**config.mk**
```make
export PLATFORM = sky130hd
export DESIGN_NAME = cap_sense_scanner
export DESIGN_NICKNAME = d
export VERILOG_FILES = /design/src/rtl/cap_sense_scanner.sv
export SDC_FILE = /design/constraint.sdc
export NUM_CORES = 1
export LEC_CHECK = 0
export BUFFER_PORTS_ARGS = -buffer_cell sky130_fd_sc_hd__clkbuf_2
export CAP_MARGIN = 20
export CORE_ASPECT_RATIO = 2
export CORE_UTILIZATION = 60
export DETAILED_ROUTE_END_ITERATION = 8
export GPL_TIMING_DRIVEN = 0
export PLACE_DENSITY = 0.77
export SYNTH_ARGS = -nofsm -noshare
export SYNTH_HDL_FRONTEND = slang
export SYNTH_SLANG_ARGS = --single-unit
```
**constraint.sdc**
```tcl
create_clock -name clock -period 6.3 [get_ports clock]
set_clock_uncertainty 0.05 [all_clocks]
set_input_delay 0 -clock clock [delete_from_list [all_inputs] [get_ports clock]]
set_output_delay 0 -clock clock [all_outputs]
set_load 0.05 [all_outputs]
```
**src/rtl/cap_sense_scanner.sv**
```systemverilog
`default_nettype none
// ============================================================================
// Module      : cap_sense_scanner
// Description : Nine-channel RC capacitive touch scanner. One shared drive
//               line is discharged, then charged; the per-pin rise time
//               (in clock cycles) is latched, compared against THRESHOLD and
//               reported as a per-sensor touch state.
//               Optional: define CAP_SENSE_DEBOUNCE_EN to debounce 'touched'
//               over DEBOUNCE_SCANS consecutive agreeing scans.
// Revision    : 1.0 - initial release
// ============================================================================
module cap_sense_scanner #(
    parameter int DISCHARGE_CYCLES = 64,
    parameter int TIMEOUT_CYCLES   = 1023,
    parameter int THRESHOLD        = 200,
    parameter int DEBOUNCE_SCANS   = 3
) (
    input  logic       clock,
    input  logic       reset,
    input  logic       enable,
    input  logic [8:0] capacitive_sensors_in,
    output logic       capacitive_sensors_out,
    output logic [8:0] touched,
    output logic       scan_done,
    input  logic [3:0] raw_count_sel,
    output logic [9:0] raw_count
);

    localparam int         c_NS        = 9;
    localparam int         c_DW        = $clog2(DISCHARGE_CYCLES + 1);
    localparam logic [9:0] c_TIMEOUT   = 10'(TIMEOUT_CYCLES);
    localparam logic [9:0] c_THRESHOLD = 10'(THRESHOLD);
    localparam logic [c_DW-1:0] c_DISC_LAST = c_DW'(DISCHARGE_CYCLES - 1);

    typedef enum logic [1:0] {
        ST_IDLE      = 2'd0,
        ST_DISCHARGE = 2'd1,
        ST_CHARGE    = 2'd2,
        ST_EVALUATE  = 2'd3
    } state_t;

    state_t          r_state;
    logic [8:0]      r_sync1;
    logic [8:0]      r_sync2;
    logic [c_DW-1:0] r_disc_cnt;
    logic [9:0]      r_charge_cnt;
    logic [8:0]      r_latched;
    logic [9:0]      r_work  [c_NS];
    logic [9:0]      r_count [c_NS];

    logic [8:0]      w_latched_next;
    logic            w_charge_done;
    logic            w_eval_strobe;
    logic [9:0]      w_final [c_NS];
    logic [8:0]      w_hit;

    // Two-flop synchronizer for the asynchronous sensor pins
    always_ff @(posedge clock) begin
        if (reset) begin
            r_sync1 <= '0;
            r_sync2 <= '0;
        end else begin
            r_sync1 <= capacitive_sensors_in;
            r_sync2 <= r_sync1;
        end
    end

    // Per-sensor result of the current CHARGE cycle: first rise latches the
    // counter, earlier latches are kept, and anything still open at exit
    // is forced to the timeout value.
    always_comb begin
        w_latched_next = r_latched | r_sync2;
        w_charge_done  = (&w_latched_next) || (r_charge_cnt == c_TIMEOUT);
        w_eval_strobe  = (r_state == ST_CHARGE) && w_charge_done;
        for (int i = 0; i < c_NS; i++) begin
            if (r_latched[i]) begin
                w_final[i] = r_work[i];
            end else if (r_sync2[i]) begin
                w_final[i] = r_charge_cnt;
            end else begin
                w_final[i] = c_TIMEOUT;
            end
            w_hit[i] = (w_final[i] >= c_THRESHOLD);
        end
    end

    // Scan sequencer: IDLE -> DISCHARGE -> CHARGE -> EVALUATE
    always_ff @(posedge clock) begin
        if (reset) begin
            r_state                <= ST_IDLE;
            capacitive_sensors_out <= 1'b0;
            scan_done              <= 1'b0;
            r_disc_cnt             <= '0;
            r_charge_cnt           <= '0;
            r_latched              <= '0;
            for (int i = 0; i < c_NS; i++) begin
                r_work[i]  <= '0;
                r_count[i] <= '0;
            end
        end else begin
            scan_done <= 1'b0;
            case (r_state)
                ST_IDLE: begin
                    capacitive_sensors_out <= 1'b0;
                    if (enable) begin
                        r_state    <= ST_DISCHARGE;
                        r_disc_cnt <= '0;
                    end
                end
                ST_DISCHARGE: begin
                    if (r_disc_cnt == c_DISC_LAST) begin
                        r_state                <= ST_CHARGE;
                        capacitive_sensors_out <= 1'b1;
                        r_charge_cnt           <= '0;
                        r_latched              <= '0;
                    end else begin
                        capacitive_sensors_out <= 1'b0;
                        r_disc_cnt             <= r_disc_cnt + 1'b1;
                    end
                end
                ST_CHARGE: begin
                    r_latched <= w_latched_next;
                    for (int i = 0; i < c_NS; i++) begin
                        r_work[i] <= w_final[i];
                    end
                    if (w_charge_done) begin
                        // Publish the finished scan; counts stay visible until the next one completes
                        r_state                <= ST_EVALUATE;
                        capacitive_sensors_out <= 1'b0;
                        scan_done              <= 1'b1;
                        for (int i = 0; i < c_NS; i++) begin
                            r_count[i] <= w_final[i];
                        end
                    end else if (r_charge_cnt < c_TIMEOUT) begin
                        r_charge_cnt <= r_charge_cnt + 1'b1;
                    end
                end
                ST_EVALUATE: begin
                    capacitive_sensors_out <= 1'b0;
                    r_disc_cnt             <= '0;
                    r_state                <= enable ? ST_DISCHARGE : ST_IDLE;
                end
                default: begin
                    r_state                <= ST_IDLE;
                    capacitive_sensors_out <= 1'b0;
                end
            endcase
        end
    end

`ifdef CAP_SENSE_DEBOUNCE_EN
    localparam int             c_DBW     = $clog2(DEBOUNCE_SCANS + 1);
    localparam logic [c_DBW-1:0] c_DB_LAST = c_DBW'(DEBOUNCE_SCANS - 1);

    logic [c_DBW-1:0] r_db_cnt [c_NS];

    // Touch state flips only after DEBOUNCE_SCANS consecutive scans disagree with it
    always_ff @(posedge clock) begin
        if (reset) begin
            touched <= '0;
            for (int i = 0; i < c_NS; i++) begin
                r_db_cnt[i] <= '0;
            end
        end else if (w_eval_strobe) begin
            for (int i = 0; i < c_NS; i++) begin
                if (w_hit[i] == touched[i]) begin
                    r_db_cnt[i] <= '0;
                end else if (r_db_cnt[i] >= c_DB_LAST) begin
                    touched[i]  <= w_hit[i];
                    r_db_cnt[i] <= '0;
                end else begin
                    r_db_cnt[i] <= r_db_cnt[i] + 1'b1;
                end
            end
        end
    end
`else
    // Touch state follows the most recent scan directly
    always_ff @(posedge clock) begin
        if (reset) begin
            touched <= '0;
        end else if (w_eval_strobe) begin
            touched <= w_hit;
        end
    end
`endif

    // Raw count readback; out-of-range selects read as zero
    always_comb begin
        raw_count = '0;
        for (int i = 0; i < c_NS; i++) begin
            if (raw_count_sel == 4'(i)) begin
                raw_count = r_count[i];
            end
        end
    end

endmodule
`default_nettype wire

```
# Word level (Yosys, flattened, before mapping)
# Memories as Yosys holds them, arrays and structs flattened.
# Index checks and enable logic that the tools add are counted.
# op_classes
n_addsub	2
n_mul	0
n_div	0
n_lt_le_gt_ge	10
n_eq_ne	19
shifts	0
muxes	71
bitwise_logic	19
reduce_logical	12
# op_table
operator	n
$mux 10	48
$ge 10x8->1 const B	9
$pmux 7 s3	1
$pmux 10 s2	1
$or 1x1->1	18
$pmux 9 s2	1
$eq 4x3->1 const B	4
$mux 7	2
$mux 1	12
$add 10x1->10 const B	1
$eq 10x10->1 const B	1
$lt 10x10->1 const B	1
$ne 2x2->1 const B	5
$mux 9	1
$or 9x9->9	1
$reduce_and 9->1	1
$eq 4x2->1 const B	2
$pmux 2 s4	1
$add 7x1->7 const B	1
$eq 7x6->1 const B	1
$mux 2	3
$reduce_and 3->1	2
$eq 2x2->1 const B	2
$eq 4x1->1 const B	1
13 further kinds	13
# totals
reg_bits	57
latch_bits	0
mem_bits_rw	180
romBits	0
inputBits	16
elab_cells	144
n_memories	2
# mem_list
name	words	word_bits	read_ports	rd_ports_with_merged_regs	write_ports	line_no	rtl
r_count	9	10	9	0	9	49	logic [9:0] r_count [c_NS];
r_work	9	10	9	0	9	48	logic [9:0] r_work [c_NS];

# Depth between registers and ports, before layout
# Gate-level depths: netlist of run 1.
# logic_depth
word_depth	10
depth_mapped	10
depth_no_buf	7

# Worst setup path after synthesis of run 1
# Ideal clock, no wire load.
# synth_path
path_kind	reg2reg
startpoint	register r_latched[0]
endpoint	memory r_count[0][0], enable pin
setup_ns	0.443
t_arrival_ns	3.004
t_required_ns	5.807
setup_slack_ns	2.803
path_stages_with_launch	7
n_path_buf	1
path_cell_list	dfxtp_1 > buf_2 > o22ai_1 > or3_4 > o21ai_2 > a21oi_2 > inv_1
# synth_rtl
item	line_no	rtl
start: declaration	47	logic [8:0] r_latched;
start signal: assignment	122	r_latched <= w_latched_next;
end: declaration	49	

==> results of run 1 <==
[per-stage QoR]
stage	setup WS, ns	cells	util
global route	3.262	1299	0.6957
global placement	1.559	1244	0.6408
CTS	3.491	1297	0.6950
finish	3.381	1299	0.6957
detailed placement	3.551	1248	0.6451
floorplan	2.803	1000	-
[sequential cells by signal (all words and copies together) (netlist names), 7 cells and up]
| register | cells |
|---|---|
| r_sync2 | 9 |
| touched | 9 |
| r_charge_cnt | 10 |
| r_disc_cnt | 7 |
| r_count | 90 |
| r_work | 90 |
| r_latched | 9 |
| r_sync1 | 9 |
[cell type report]
class | instances | area, sq um | share of cell area
Tap cell | 210 | 262.8 | 0.02176
Sequential cell | 237 | 6546 | 0.5421
Buffer | 67 | 331.6 | 0.02746
Timing Repair Buffer | 52 | 367.9 | 0.03046
Inverter | 19 | 73.82 | 0.006113
Clock inverter | 7 | 123.9 | 0.01026
Clock buffer | 30 | 621.8 | 0.05150
Multi-Input combinational cell | 677 | 3747 | 0.3103
[cells in the final DEF, fill, tap and decap left out, drive strengths merged, types with 12 or more instances in the layout]
| cell | instances |
|---|---|
| a21oi | 43 |
| a22oi | 30 |
| and2 | 19 |
| and3 | 12 |
| buf | 26 |
| clkbuf | 111 |
| dfxtp | 57 |
| dlygate4sd3 | 12 |
| edfxtp | 180 |
| nand2 | 68 |
| nand2b | 13 |
| nand3 | 15 |
| nand4 | 14 |
| nor2 | 250 |
| nor2b | 21 |
| o21ai | 49 |
| o22ai | 12 |
| o2bb2ai | 53 |
[logic make-up after synthesis]
kind of cell | synth area share
simple gates | 0.1779
flops | 0.6124
compound gates | 0.1490
xor+xnor | 0.003278
buf+inv | 0.03769
mux | 0.01030
fa+ha+maj | 0.009365
[metal layers]
| layer | vias to the layer above | wire, um | global-route usage |
|---|---|---|---|
| li1 | 3760 | - | - |
| met1 | 3900 | 10210 | 0.3847 |
| met2 | 416 | 14430 | 0.5537 |
| met3 | 127 | 2294 | 0.06021 |
| met4 | 0 | 2899 | 0.2743 |
| met5 | - | 0 | 0 |
[report_power, final]
part	total, W	leakage [nW]	switching, W	internal [W]
logic	0.000555	1.72	0.000386	0.000170
clock network	0.00140	0.359	0.000586	0.000817
registers	0.00201	2.33	0.0000822	0.00193
total	0.00397	4.41	0.00105	0.00292
[worst max-delay path: cells and delay by family, from the launching register on]
| kind | cells | cell delay (ns) |
|---|---|---|
| simple gates | 3 | 0.61 |
| fa+ha+maj | 1 | 0.17 |
| buf+inv | 6 | 1.52 |
| flops | 1 | 0.35 |
[worst paths after layout]
| check | from | endpoint | slack [ns] |
|---|---|---|---|
| worst max-delay path | r_state[0] | r_count[0][59] | 3.38 |
| worst min-delay path | capacitive_sensors_in[4] | r_sync1[4] | 0.19 |
| worst max register to register | r_state[0] | r_count[0][59] | 3.38 |
| worst min register to register | r_sync1[1] | r_sync2[1] | 0.39 |
==> flow_metrics.tcl, run 1 <==
set metrics [dict create \
    die_area_sq_um 18390 \
    start_util 0.6158 \
    pin_count 37 \
    fillCellCount 1307 \
    finalCritPeriodShare 0.4634 \
    gr-total-overflow 0 \
    cts_tree "built" \
    drtIter0Drc 672 \
    place_area_sq_um 11200 \
    die_h_um 190.8 \
    synthTopCellsByArea "edfxtp_1 51%, dfxtp_1 11%, nor2_1 8.8%" \
    first_pass_iters 5 \
    dp_hpwl_mm 20.31 \
    path_max_fanout 10 \
    ys_ff_latch 237 \
    peakVddDrop_uv 217.5 \
    p_leak_nw 4.410 \
    avgSynthCellArea_sq_um 10.69 \
    grt_pass1_vias 8012 \
    yosysMostFrequentCell "nor2_1" \
    wire_per_inst_um 22.97 \
    viasPerCell 6.315 \
    worst_hold_slack_ns 0.1921 \
    grt_max_degree 75 \
    cp_slowest_stage_delay_ns 0.54 \
    die_x_um 96.38 \
    root_buffer "clkbuf_16" \
    finalCriticalPeriod_ns 2.919 \
    syn_inst 1000 \
    postCtsHoldBufs 12 \
    crit_chain "inv_1 -> ha_1 -> buf_2 -> inv_1 -> nor2_1 -> buf_1 -> nand2_1 -> buf_4 -> buf_6 -> nor2_1" \
    antenna_left 0 \
    synth_top_area_cell "edfxtp_1" \
    hold_path_class "in2reg" \
    drt-total-wl_mm 29.84 \
    htreeDepth 1 \
    tns_ns 0 \
    worstPathRequired_ns 6.55 \
    synthArstFlopShare 0 \
    design_area_sq_um 12080 \
    core_sq_um 17360 \
    critPathSlowestCell "buf_1" \
    grt_pass1_wl_mm 45.15 \
    ys_seq_area_frac 0.6124 \
    ys_types 56 \
    antenna_found_initial 0 \
    syn_area_sq_um 10690 \
    areaGrowthSynthToFinish_pct 12.97 \
    gp_congestion 1.029 \
    netlist.area_leader.share 0.5057 \
    crit_arrival_ns 3.17 \
    cts_buffers 21 \
    worstMarginPinSlew_ns 1.146 \
    n_antenna_cell 0 \
    critPathKind "reg2reg" \
    finalHoldViolations 0 \
    cts-resized-gates 0 \
    outcome "finished, final reports clean" \
    relSlewSlack 0.2362 \
    drive_gt1_frac 0.09642 \
    clkLatencyLatePin_ns 0.51 \
    grt.total_usage 0.3415 \
    route.vias.total 8203 \
    cts_num_sinks 237 \
    yosysWarnings 0 \
    clk_pin_slew_ns 0.07 \
    start_kind "flop" \
    endpoint_kind "flop" \
    cts_buffer_depth 3 \
    powerDensity_nw_per_um2 328.9 \
    portBuffers 34 \
    slew_viol_final 0 \
    max-cap-violations 0 \
    report.final.setup_viol 0 \
    yosys_most_used_dff "edfxtp_1" \
    synth_edf_count 180 \
    num_rows 68 \
    synth_nets 1024 \
    clock.fmax_mhz 342.6 \
    min_path_cells 3 \
    drc 0 \
    rr_worst_depth 10 \
    synth_common_cells "250 x nor2_1, 180 x edfxtp_1, 68 x nand2_1" \
    rsz0062_at_grt "no" \
    p_total_w 0.003971 \
    post_cts_buffers 0 \
    nets 1099 \
]
Note: power is estimated with default switching activity, not from simulation.
==> run 2: changes to the inputs <==
Settings changed: CORE_UTILIZATION 60 to 56, PLACE_DENSITY 0.77 to 0.76.
Clock period 6.3 ns to 2.4 ns, I/O delays scaled along.
==> flow_metrics.tcl, run 2 (same netlist as run 1, synthesis figures left out) <==
set metrics [dict create \
    path_max_fanout 43 \
    cts_tree "built" \
    endpoint_kind "flop" \
    drt-total-wl_mm 29.42 \
    viasPerCell 6.013 \
    worstMarginPinSlew_ns 1.039 \
    first_pass_iters 5 \
    relSlewSlack 0.3074 \
    max-cap-violations 0 \
    cts_buffers 22 \
    start_kind "flop" \
    peakVddDrop_uv 782.1 \
    grt.total_usage 0.3078 \
    cts_num_sinks 237 \
    hold_path_class "in2reg" \
    pin_count 37 \
    min_path_cells 3 \
    root_buffer "clkbuf_16" \
    hold_end "r_sync1[5]" \
    final_common_cell "nor2_1" \
    drive_gt1_frac 0.1199 \
    dp_hpwl_mm 20.54 \
    multi_input_area_sq_um 3814 \
    htreeDepth 1 \
    finalCritPeriodShare 0.9742 \
    cts_buffer_depth 3 \
    r2r_slack_ns 0.06 \
    die_h_um 197.4 \
    nets 1109 \
    largest_registers "r_count (90), r_work (90), r_charge_cnt (10)" \
    worstReg2RegEnd "r_count[0][80]" \
    outcome "finished, final reports clean" \
    die_area_sq_um 19680 \
    final_cell_mix "250 x nor2_1, 180 x edfxtp_1, 67 x nand2_1" \
    min_from "capacitive_sensors_in[5]" \
    fin_cells 1356 \
    worstPathRequired_ns 2.60 \
    grt_pass1_wl_mm 44.73 \
    topRoutingLayerUsed "met5" \
    route.vias.total 8154 \
    rr_worst_depth 7 \
    critPathKind "reg2reg" \
    critPathSlowestCell "a21oi_4" \
    gp_congestion 0.9460 \
    core_sq_um 18740 \
    crit_arrival_ns 2.54 \
    finalCriticalPeriod_ns 2.338 \
    slew_viol_final 0 \
    dr_wl_met2_mm 14.60 \
    n_antenna_cell 0 \
    clk_pin_slew_ns 0.07 \
    cp_slowest_stage_delay_ns 0.35 \
    dpl.cell_count 1295 \
    p_leak_nw 4.467 \
    num_rows 71 \
    dp_slack_ns -0.4365 \
    areaGrowthSynthToFinish_pct 14.88 \
    drt-met1-wl_mm 10.09 \
    wl_met3_mm 1.843 \
    antenna_left 0 \
    clock.fmax_mhz 427.7 \
    drtIter0Drc 699 \
    portBuffers 34 \
    antenna_found_initial 1 \
    place_area_sq_um 11310 \
    area.sequential_sq_um 6548 \
    crit_chain "buf_4 -> o22ai_1 -> or3_4 -> o21ai_4 -> a21oi_4 -> clkinvlp_4 -> buf_12" \
    finalHoldViolations 0 \
    start_util 0.5703 \
    grt_max_degree 56 \
    gr-total-overflow 0 \
    grt_pass1_vias 8193 \
    postLayoutCoreUtil 0.6551 \
    clkLatencyLatePin_ns 0.52 \
    drc 0 \
    design_area_sq_um 12280 \
    fillCellCount 1496 \
    wire_per_inst_um 21.69 \
    report.final.setup_viol 0 \
    die_x_um 99.69 \
    layout_setup_ws_ns 0.06196 \
    regToRegStartpoint "r_latched[5]" \
    powerDensity_nw_per_um2 846.2 \
]
[run 2: worst max path at each step]
stage / start / end / slack [ns] / depth (start not counted)
3_5_place_dp: r_state[0] / touched[3] / -0.44 / 9
5_1_grt: r_state[1] / r_charge_cnt[7] / -0.009 / 8
6_report: r_latched[5] / r_count[0][80] / 0.06 / 7
4_1_cts: r_sync2[4] / r_count[0][33] / 0.04 / 6
3_3_place_gp: r_latched[5] / r_count[0][62] / -1.68 / 6
2_1_floorplan: r_latched[3] / r_count[0][0] / -0.51 / 6
[run 2: cell type report]
| class | count | share of cell area |
|---|---|---|
| flip-flops and latches | 237 | 0.5332 |
| multi-input cells | 677 | 0.3106 |
| clock buffers | 29 | 0.05278 |
| repair buffers | 61 | 0.03485 |
| plain buffers | 67 | 0.02833 |
| well taps | 255 | 0.02598 |
| clock inverters | 11 | 0.007744 |
| inverters | 19 | 0.006521 |
[run 2: power by group]
part | internal [W] | switching [W]
clock network | 0.00202 | 0.00154
logic | 0.000510 | 0.00103
registers | 0.00507 | 0.000214
total | 0.00760 | 0.00279
[run 2: metal layers]
metal	vias up	track usage
met5	-	0
met4	2	0.2446
met3	122	0.04671
met2	363	0.5287
met1	3889	0.3329
li1	3778	-
[run 2: timing repair]
action | in CTS | in global routing
resized for setup | 7 | 8
hold endpoints to repair | 13 | 0
hold buffers | 12 | 0
endpoints found under the setup margin | 225 | 151
pin swaps | 1 | 3
buffers inserted | 3 | 4
cloned | 0 | 1
[run 2: per-stage QoR]
step                       TNS [ns]  power, W  hold slack, ns
after floorplan              -45.47  0.006279         0.02161
after global placement      -173.55  0.006694          0.1587
after detailed placement     -38.05  0.006775          0.1641
after CTS                         0   0.01032          0.1835
after global routing      -0.008920   0.01074          0.2017
final                             0   0.01039          0.1918
[run 2: critical path, delay by kind of cell, from the launching register on]
kind                   cells  cell delay (ns)
AOI/OAI and AO/OA          3             0.71
buffers and inverters      3             0.73
DFF                        1             0.30
and+or+nand+nor            1             0.24
